<file path="config.mk">
export PLATFORM = sky130hd
export DESIGN_NAME = ahb3lite_gpio_slave
export DESIGN_NICKNAME = d
export VERILOG_FILES = /design/src/rtl/ahb3lite_gpio_slave.sv
export SDC_FILE = /design/constraint.sdc
export NUM_CORES = 1
export LEC_CHECK = 0
export CORE_MARGIN = 4
export CORE_UTILIZATION = 43
export DETAILED_ROUTE_END_ITERATION = 16
export PLACE_DENSITY = 0.92
export SETUP_SLACK_MARGIN = 0.4
export SLEW_MARGIN = 40
export SYNTH_ARGS = -nofsm -noshare
export SYNTH_HDL_FRONTEND = slang
export SYNTH_SLANG_ARGS = --single-unit
</file>
<file path="constraint.sdc">
create_clock -name hclk_i -period 5.4 [get_ports hclk_i]
set_input_delay 0.54 -clock hclk_i [delete_from_list [all_inputs] [get_ports hclk_i]]
set_output_delay 0.54 -clock hclk_i [all_outputs]
set_load 0.02 [all_outputs]
</file>
<file path="src/rtl/ahb3lite_gpio_slave.sv">
// AHB3-Lite GPIO responder: DATA_OUT / DATA_IN / DIR / TOGGLE register bank
// with programmable wait states and the two-cycle ERROR response.
module ahb3lite_gpio_slave #(
  parameter int unsigned               g_gpio_width  = 8,
  parameter int unsigned               g_wait_states = 0,
  parameter logic [g_gpio_width-1:0]   g_dout_reset  = '0
) (
  input  logic                    hclk_i,
  input  logic                    hreset_n_i,
  input  logic                    hsel_i,
  input  logic [31:0]             haddr_i,
  input  logic [31:0]             hwdata_i,
  output logic [31:0]             hrdata_o,
  input  logic                    hwrite_i,
  input  logic [2:0]              hsize_i,
  input  logic [2:0]              hburst_i,
  input  logic [3:0]              hprot_i,
  input  logic [1:0]              htrans_i,
  input  logic                    hready_i,
  output logic                    hreadyout_o,
  output logic                    hresp_o,
  input  logic [g_gpio_width-1:0] gpio_i,
  output logic [g_gpio_width-1:0] gpio_o,
  output logic [g_gpio_width-1:0] gpio_oe_o
);

  localparam int unsigned W = g_gpio_width;

  typedef enum logic [1:0] {
    ST_IDLE,
    ST_DATA,
    ST_ERR1,
    ST_ERR2
  } state_t;

  state_t         state_q, state_d;
  logic [3:0]     cnt_q, cnt_d;
  logic [3:0]     addr_q, addr_d;
  logic           write_q, write_d;
  logic [1:0]     size_q, size_d;
  logic [W-1:0]   dout_q, dout_d;
  logic [W-1:0]   dir_q, dir_d;
  logic [W-1:0]   sync1_q, sync2_q;
  logic [31:0]    hrdata_q, hrdata_d;

  logic           accept;
  logic           bad;
  logic           can_accept;
  logic           commit;
  logic [31:0]    wmask;
  logic [W-1:0]   wm;
  logic [W-1:0]   wd;

  // Byte-lane enables for the latched transfer size and address
  function automatic logic [31:0] lanes(input logic [1:0] size, input logic [1:0] a);
    logic [31:0] m;
    case (size)
      2'd0:    m = 32'h0000_00FF << {a, 3'b000};
      2'd1:    m = a[1] ? 32'hFFFF_0000 : 32'h0000_FFFF;
      default: m = '1;
    endcase
    return m;
  endfunction

  // Register read multiplexer; TOGGLE reads as zero, unused bits zero
  function automatic logic [31:0] read_mux(input logic [1:0] reg_sel,
                                           input logic [W-1:0] dout,
                                           input logic [W-1:0] dir,
                                           input logic [W-1:0] din);
    logic [31:0] r;
    r = '0;
    case (reg_sel)
      2'd0:    r[W-1:0] = dout;
      2'd1:    r[W-1:0] = din;
      2'd2:    r[W-1:0] = dir;
      default: r = '0;
    endcase
    return r;
  endfunction

  assign accept = hsel_i && hready_i && htrans_i[1];
  assign bad    = (hsize_i > 3'd2)
               || ((hsize_i == 3'd1) && haddr_i[0])
               || ((hsize_i == 3'd2) && (haddr_i[1:0] != 2'b00))
               || (hwrite_i && (haddr_i[3:2] == 2'b01));
  assign wmask  = lanes(size_q, addr_q[1:0]);
  assign wm     = wmask[W-1:0];
  assign wd     = hwdata_i[W-1:0] & wm;

  logic unused_ok;
  assign unused_ok = ^{hburst_i, hprot_i, htrans_i[0], haddr_i[31:4], hwdata_i, wmask};

  // Next-state, register update and read-data selection.
  // Reads accepted in the same cycle as a committing write sample the
  // post-commit values, giving read-after-write without an extra stall.
  always_comb begin
    state_d    = state_q;
    cnt_d      = cnt_q;
    addr_d     = addr_q;
    write_d    = write_q;
    size_d     = size_q;
    dout_d     = dout_q;
    dir_d      = dir_q;
    hrdata_d   = '0;
    can_accept = 1'b0;
    commit     = 1'b0;

    case (state_q)
      ST_IDLE: can_accept = 1'b1;
      ST_DATA: begin
        if (cnt_q != 4'd0) begin
          cnt_d = cnt_q - 4'd1;
          if ((cnt_q == 4'd1) && !write_q) begin
            hrdata_d = read_mux(addr_q[3:2], dout_q, dir_q, sync2_q);
          end
        end else begin
          commit     = write_q;
          can_accept = 1'b1;
          state_d    = ST_IDLE;
        end
      end
      ST_ERR1: state_d = ST_ERR2;
      ST_ERR2: begin
        state_d    = ST_IDLE;
        can_accept = 1'b1;
      end
      default: state_d = ST_IDLE;
    endcase

    if (commit) begin
      case (addr_q[3:2])
        2'd0:    dout_d = (dout_q & ~wm) | wd;
        2'd2:    dir_d  = (dir_q & ~wm) | wd;
        2'd3:    dout_d = dout_q ^ wd;
        default: dout_d = dout_q;
      endcase
    end

    if (can_accept && accept) begin
      addr_d  = haddr_i[3:0];
      write_d = hwrite_i;
      size_d  = hsize_i[1:0];
      if (bad) begin
        state_d = ST_ERR1;
        cnt_d   = '0;
      end else begin
        state_d = ST_DATA;
        cnt_d   = 4'(g_wait_states);
        if ((g_wait_states == 0) && !hwrite_i) begin
          hrdata_d = read_mux(haddr_i[3:2], dout_d, dir_d, sync2_q);
        end
      end
    end
  end

  // Bus response outputs decoded from the current state
  always_comb begin
    hreadyout_o = 1'b1;
    hresp_o     = 1'b0;
    case (state_q)
      ST_DATA: hreadyout_o = (cnt_q == 4'd0);
      ST_ERR1: begin
        hreadyout_o = 1'b0;
        hresp_o     = 1'b1;
      end
      ST_ERR2: hresp_o = 1'b1;
      default: hreadyout_o = 1'b1;
    endcase
  end

  // Transfer state, latched address phase, registers and read data
  always_ff @(posedge hclk_i or negedge hreset_n_i) begin
    if (!hreset_n_i) begin
      state_q  <= ST_IDLE;
      cnt_q    <= '0;
      addr_q   <= '0;
      write_q  <= 1'b0;
      size_q   <= '0;
      dout_q   <= g_dout_reset;
      dir_q    <= '0;
      hrdata_q <= '0;
    end else begin
      state_q  <= state_d;
      cnt_q    <= cnt_d;
      addr_q   <= addr_d;
      write_q  <= write_d;
      size_q   <= size_d;
      dout_q   <= dout_d;
      dir_q    <= dir_d;
      hrdata_q <= hrdata_d;
    end
  end

  // Two-flop synchroniser for the asynchronous pin inputs
  always_ff @(posedge hclk_i or negedge hreset_n_i) begin
    if (!hreset_n_i) begin
      sync1_q <= '0;
      sync2_q <= '0;
    end else begin
      sync1_q <= gpio_i;
      sync2_q <= sync1_q;
    end
  end

  assign hrdata_o  = hrdata_q;
  assign gpio_o    = dout_q;
  assign gpio_oe_o = dir_q;

endmodule
</file>
[After elaboration in Yosys (flattened, before gate mapping)]
Index checks and enable logic that the tools add are counted.
Operators by class
  reductions and logical operators: 25
  order comparisons: 1
  eq/ne operators: 13
  add/subtract/negate cells: 1
  multiplexer cells: 27
  shift-type cells: 1
  bitwise gates (word level): 7
Operators with widths (count)
  two-way mux 32 bit: 3
  two-way mux 8 bit: 7
  one-hot mux 8 bit (3 select lines): 2
  one-hot mux 8 bit (2 select lines): 2
  AND 8 bit: 3
  bitwise OR 8 bit: 2
  two-way mux 4 bit: 3
  == test 2 bit, second input constant: 5
  == test 2 x 1 -> 1 bit, second input constant: 4
  logical NOT 2 bit: 4
  NOT 8 bit: 1
  nonzero test 4 bit: 2
  << shifter 8 x 5 -> 8 bit, first input constant: 1
  XOR 8 bit: 1
  logical AND 1 bit: 7
  two-way mux 2 bit: 3
  one-hot mux 2 bit (3 select lines): 1
  nonzero test 2 bit: 3
  == test 4 x 1 -> 1 bit, second input constant: 1
  logical NOT 4 bit: 1
  two-way mux 1 bit: 4
  one-hot mux 1 bit (2 select lines): 2
  AND reduction 2 bit: 2
  OR reduction 2 bit: 2
  7 further kinds: 9
Word-level totals
  bits of input ports: 89
  flip-flop bits (word level): 77
  output and inout port bits: 50

[Logic depth before layout (Yosys ltp)]
  depth after elaboration: 11
  mapped depth: 9

[Worst setup path after synthesis]
No wires, ideal clock.
  path kind: register to register
  from: register cnt_q[0]
  to: register hrdata_q[6] (netlist: hrdata_o[6])
  arrival time: 2.042 ns
  library setup time: 0.126 ns
  setup slack: 3.232 ns
  clock period less this slack: 2.168 ns
  stages on the path, launching flop included: 10
  cells stage by stage: dfrtp_1 -> inv_1 -> ha_1 -> and4bb_1 -> nand3_1 -> nand2b_1 -> buf_6 -> mux2_4 -> a22o_1 -> a221o_1
Between the ends
  longest elaborated chain between the ends: 8
  elaborated cells on any way between the ends: 17
  classes of those cells: eq/ne: 1; mux: 13; reduce/logical: 3
RTL lines
  start: declaration: line 37  | logic [3:0] cnt_q, cnt_d;
  start signal: assignment: line 184  | cnt_q <= cnt_d;
  nonzero test 4 bit: line 111  | if (cnt_q != 4'd0) begin
  two-way mux 1 bit: line 111
  two-way mux 1 bit: line 108  | case (state_q)
  two-way mux 8 bit: line 130  | if (commit) begin
  named net dir_d[6]: line 42  | logic [W-1:0] dir_q, dir_d;
  one-hot mux 8 bit (3 select lines): line 72  | case (reg_sel)
  two-way mux 32 bit: line 149  | if ((g_wait_states == 0) && !hwrite_i) begin
  two-way mux 32 bit: line 143  | if (bad) begin
  two-way mux 32 bit: line 139  | if (can_accept && accept) begin
  named net hrdata_d[6]: line 44  | logic [31:0] hrdata_q, hrdata_d;
  end signal: assignment: line 190  | hrdata_q <= hrdata_d;
  end: declaration: line 44
The timed path passes the listed nets, and every way through them passes these cells.
A chain may end at the register's enable or synchronous reset.

[Final worst setup path]
  from: register state_q[0]
  to: register hrdata_q[6] (netlist: hrdata_o[6])
Between the ends
  longest elaborated chain between the ends: 7
  elaborated cells on any way between the ends: 14
  classes of those cells: eq/ne: 2; mux: 9; reduce/logical: 3
RTL lines
  start: declaration: line 36  | state_t state_q, state_d;
  start signal: assignment: line 183  | state_q <= state_d;
  == test 2 x 1 -> 1 bit: line 108
  two-way mux 1 bit: line 108
  two-way mux 8 bit: line 130
  one-hot mux 8 bit (3 select lines): line 72
  two-way mux 32 bit: line 149
  two-way mux 32 bit: line 143
  two-way mux 32 bit (*): line 139
  named net hrdata_d[6]: line 44
Mark *: on every way through the listed nets, which the timed path passes. The rest lies on a longest branch.

==> metrics.csv <==
stage,metric,value,unit
floorplanning,Die Height,87.9,µm
timing,Slew @ Worst Pin,0.898,ns
outcome,status,finished clean,
power_and_ir_drop,Max VDD drop,207,µV
floorplanning,Ports,139,
yosys,Gate Count Post-Synth,246,
global_routing,first-pass GRT wire length,10300,µm
timing,final slew viol count,0,
final_layout,final net count,395,
yosys,post-synthesis register bit count,53,
global_routing,initial antenna violation count,0,
yosys,Avg Synthesized Cell Area,11.2,µm²
critical_path,max incr delay on CP,0.81,ns
power_and_ir_drop,PD cells,487,mW/mm²
timing,Setup TNS Final,0,ns
timing,Final Setup Violations,0,
global_routing,total global routing overflow,0,
power_and_ir_drop,leakage,1.41,nW
global_routing,vias in the first global route,2129,
timing,Final Hold Viols,0,
floorplanning,starting density of the core,45.3,%
global_routing,largest net degree at the start of global routing,54,
route,DRC viols,0,
route,routed wire length,6490,µm
clock_tree,CTS sink cnt,53,
clock_tree,post-CTS resize count,0,
route,routed via count,2070,
final_layout,ANT cells,0,
route,Routed Antenna Nets,0,
final_layout,most frequent cells in the layout,"53 x dfrtp_1, 53 x clkdlybuf4s50_1, 24 x conb_1, 14 x and2_1, 12 x a21oi_1",
route,DRT Pass-1 Iters,5,
critical_path,CP Capture Type,flip-flop,
clock_tree,"CTS clk-pin slew, worst paths",0.10,ns
floorplanning,Core ar.,0.00606,mm²
yosys,ys flop type,dfrtp_1,
run,max cap viols,0,
timing,RSZ-0062 raised after global routing,false,
final_layout,Finished Layout Cells,372,
placed_design,pre-CTS setup slack,2.05,ns
yosys,dominant cell type by area after synthesis,dfrtp_1,
yosys,sequential-to-total area share from yosys stat,48.3,%
placed_design,GP Congestion,0.841,
final_layout,Util after Layout,54.8,%
yosys,Cell variety after synth,45,
timing,crit path time final,3.14,ns
final_layout,share of layout cells above drive strength 1,6.40,%
route,Initial DRC Count,302,
clock_tree,CTS root buf,clkbuf_8,
final_layout,Syn-to-layout area delta,20.9,%
yosys,share of the synthesized area in the top cell type,48.3,%
clock_tree,hold buffers post-CTS,0,
critical_path,crit-path cells,"inv_1, ha_1, and4b_1, o21a_1, o211ai_1, o2111ai_1, nor2_1, a221o_1",
yosys,ys async rst share,100,%
clock_tree,CTS Buffer Depth,2,
route,WL per Instance,17.4,µm
critical_path,WS Path Type,reg2reg,
floorplanning,# rows,28,
power_and_ir_drop,Power Total,1.62,mW
critical_path,Max Fanout on Critical Path,16,
critical_path,worst path arrival time,3.33,ns
placed_design,DPL Wire Length,4670,µm
global_routing,GRT Overall Usage,17.5,%
clock_tree,postcts setup bufs,0,
clock_tree,H-tree levels,2,
floorplanning,Die X-Extent,87.9,µm
timing,Setup WS post-layout,2.26,ns
placed_design,placed instance count,364,
timing,fin crit share,58.1,%
clock_tree,clk_lat worst skew,0.31,ns
final_layout,# fillers,513,
critical_path,Worst EP required,5.59,ns
placed_design,buffers added on ports,54,
critical_path,crit start category,flip-flop,
timing,Setup Skew,0.0101,ns
clock_tree,CTS tree,done,
timing,Max Clk Rate,0.319,GHz
clock_tree,CTS buffer count,5,
critical_path,slowest CP cell,o2111ai_1,
timing,relative max-transition margin,40.1,%
yosys,Mapped Area,0.00275,mm²
yosys,largest cells by area after synthesis,"dfrtp_1 48%, buf_4 6.8%, ha_1 4.6%",
hold_path,worst min-delay path category,in2async,
yosys,Post-synth EDFFs,0,
yosys,yosys warns,0,
floorplanning,die area,0.00773,mm²
route,vias per inst,5.56,
-- per-layer routing --
metal,wire [µm],track usage (%),vias to the layer above,share of wire [%]
li1,-,-,953,-
met1,2450,20.6,990,38
met2,3180,29.6,110,49
met3,695,4.99,17,11
met4,158,8.23,0,2.4
met5,0,0,-,0
-- kinds of logic (layout without fill, tap and decap cells) --
kind of cell	after synthesis	count (layout)	share of synthesized area [%]
DFF	53	53	48.3
xor gates and xnor gates	3	3	0.957
other	1	24	0.137
and+or+nand+nor	56	56	11.6
buffers and inverters	43	71	9.70
adders and majority gates	10	10	4.56
AOI/OAI and AO/OA	67	67	19.3
muxes	13	13	5.42
-- report_power, final --
part	switching [mW]	leakage [nW]	internal, mW	total, mW
Clock	0.130	0.0374	0.0915	0.222
Sequential	0.105	0.641	0.505	0.610
Combinational	0.430	0.735	0.355	0.785
Total	0.665	1.41	0.952	1.62
-- through the flow --
stage	cell area (µm²)	hold WS, ns
2_1_floorplan	2830	0.244
3_3_place_gp	3230	0.333
3_5_place_dp	3230	0.337
4_1_cts	3320	0.349
5_1_grt	3320	0.366
6_report	3320	0.334
-- state kept, by name (all words and copies together), names as in the netlist --
name / count
gpio_o: 8
gpio_oe_o: 8
hrdata_o: 8
sync1_q: 8
sync2_q: 8
addr_q: 4
cnt_q: 4
size_q: 2
state_q: 2
write_q: 1
-- cells in the mapped netlist (2+ instances only) --
cell and n:
a21oi_1 12, clkbuf_1 4, mux2_1 6, buf_1 2
nor3b_1 8, nor3_1 3, xor2_1 2, buf_4 25
a221o_1 8, nand2_1 8, o211ai_1 2, buf_2 3
o21ai_0 5, and2_1 14, nor2b_1 4, dfrtp_1 53
a222oi_1 8, o22a_1 8, ha_1 10, nor2_1 11
a22oi_1 7, inv_1 8, or2_2 2, o21a_1 2
o2bb2ai_1 7, mux2_2 5
-- area by class of cell --
type                       instances  area (µm²)  area share, %
sequential                        53        1330           39.9
multi-input combinational        173        1240           37.3
timing repair buffer              55         543           16.4
tap                               75        93.8           2.83
clock buffer                       6        72.6           2.19
inverter                           8        30.0          0.904
clock inverter                     2        15.0          0.452
-- path summary, 6_finish.rpt --
| path | start | end | slack (ns) | depth (start not counted) |
|---|---|---|---|---|
| min reg2reg | sync1_q[1]$_DFF_PN0_ | sync2_q[1]$_DFF_PN0_ | 0.36 | 0 |
| min | hreset_n_i | sync2_q[2]$_DFF_PN0_ | 0.33 | 2 |
| max | state_q[0]$_DFFE_PN0P_ | hrdata_o[6]$_DFF_PN0_ | 2.26 | 8 |
| min in group hclk_i | sync1_q[1]$_DFF_PN0_ | sync2_q[1]$_DFF_PN0_ | 0.36 | 0 |
| max in group asynchronous | hreset_n_i | state_q[0]$_DFFE_PN0P_ | 4.62 | 2 |
| max reg2reg | state_q[0]$_DFFE_PN0P_ | hrdata_o[6]$_DFF_PN0_ | 2.26 | 8 |
-- worst max-delay path, delay by kind of cell, from the launching register on --
| kind | cells | cell delay [ns] |
|---|---|---|
| DFF | 1 | 0.42 |
| AOI/OAI and AO/OA | 4 | 1.91 |
| and+or+nand+nor | 2 | 0.39 |
| adders and majority gates | 1 | 0.24 |
| buffers and inverters | 1 | 0.06 |
(Power assumes the default switching activity.)
==> RTL change: new RTL, same settings <==
Change the parameter `g_gpio_width` from 8 to 10.
--- a/src/rtl/ahb3lite_gpio_slave.sv
+++ b/src/rtl/ahb3lite_gpio_slave.sv
@@ -2,5 +2,5 @@
 // with programmable wait states and the two-cycle ERROR response.
 module ahb3lite_gpio_slave #(
-  parameter int unsigned               g_gpio_width  = 8,
+  parameter int unsigned               g_gpio_width  = 10,
   parameter int unsigned               g_wait_states = 0,
   parameter logic [g_gpio_width-1:0]   g_dout_reset  = '0
Ports: changed (resized gpio_i, gpio_o and gpio_oe_o); port bits go from 139 to 145. The function was not compared with the original's and may differ.
==> RTL change against the unedited design <==
  * Routed wire length rose by 19%
  * Combinational power shrank 1%
  * Clock power grew 54%
  * Sequential power grew 7.5%
  * Power increased by 9.7%
  * Synthesized area up 14%
  * Utilization rose by 0.85 points
  * Cell area grew 16%
  * Hold slack got worse by 0.073 ns
  * Sequential cell count grew 10
  * Final cell count rose by 20%
  * Worst setup slack improved by 0.32 ns
==> RTL change: results (changes against the unedited design) <==
clk slew on worst S/H paths=0.07 ns (-0.03 ns); met3 wire len=882 µm (+27%); H-tree depth=3 (+1); share of cells above drive strength 1=11.6% (+5.3 points); post-synthesis sequential area ratio=50.3% (+2.0 points); HPWL Detailed=5350 µm (+15%); vias in the first global route=2581 (+21%); worst skew pair latency=0.35 ns (+0.04 ns); Placed Cells=432 (+19%); core area=6940 µm² (+15%); Iteration-0 DRC Markers=326 (+7.9%); ClkCell Share=4.05% (+1.4 points); Worst slew margin=46.7% (+6.6 points); multi-input logic area=1330 µm² (+7.3%); crit path max fanout=21 (+5); Signal buf overhead=16.7% (+0.39 points); Placer Congestion=0.857 (+1.9%); Pleak=0.00170 µW (+20%); Cell variety after synth=46 (+2.2%); CP peak stage delay=0.75 ns (-0.06 ns); Crit path max-delay family=simple AND/OR/NAND/NOR gates; met1 usage=22.5% (+1.9 points); inverter count of the layout excluding clock inverters=9 (+1); # port buffers=64 (+19%); GRT Util Overall=18.3% (+0.80 points); final net count=448 (+13%); Cell Area, Placed=3700 µm² (+15%); Layout Utilization=55.6% (+0.85 points); Seq cells=63 (+19%); Peak VDD IR=0.000355 V (+72%); TritonCTS Buffers=9 (+4); via count=2546 (+23%); Setup WS pre-CTS=2.69 ns (+0.643 ns); filler instances=572 (+12%); met2 GRT Util=28.4% (-1.2 points); outcome=finished, final reports clean; Post-synth top cells=dfrtp_1 (63), nand2_1 (38), buf_4 (24); worst reg2reg path startpoint=cnt_q[0]
RTL change: path summary, 6_finish.rpt:
check                                   end  slack, ns  cells after the start
worst max-delay path            hrdata_o[1]       2.59                      8
worst min-delay path            hrdata_o[9]       0.26                      2
worst max register to register  hrdata_o[1]       2.59                      8
worst min register to register   sync2_q[6]       0.34                      0
max in group asynchronous        sync2_q[8]       4.75                      2
min in group hclk_i              sync2_q[6]       0.34                      0
RTL change: cell families after synthesis:
| kind of cell | count (synthesis) | share of synthesized area (%) |
|---|---|---|
| compound gates | 79 | 18.0 |
| simple gates | 75 | 12.2 |
| flops | 63 | 50.3 |
| buf+inv | 43 | 9.85 |
| fa+ha+maj | 10 | 3.99 |
| mux | 10 | 4.79 |
| xor+xnor | 3 | 0.838 |
| other cells | 1 | 0.120 |
RTL change: power by group:
part	total (µW)	switching, µW	internal, µW
registers	656	88.3	567
logic	775	445	330
clock network	342	179	162
total	1770	712	1060
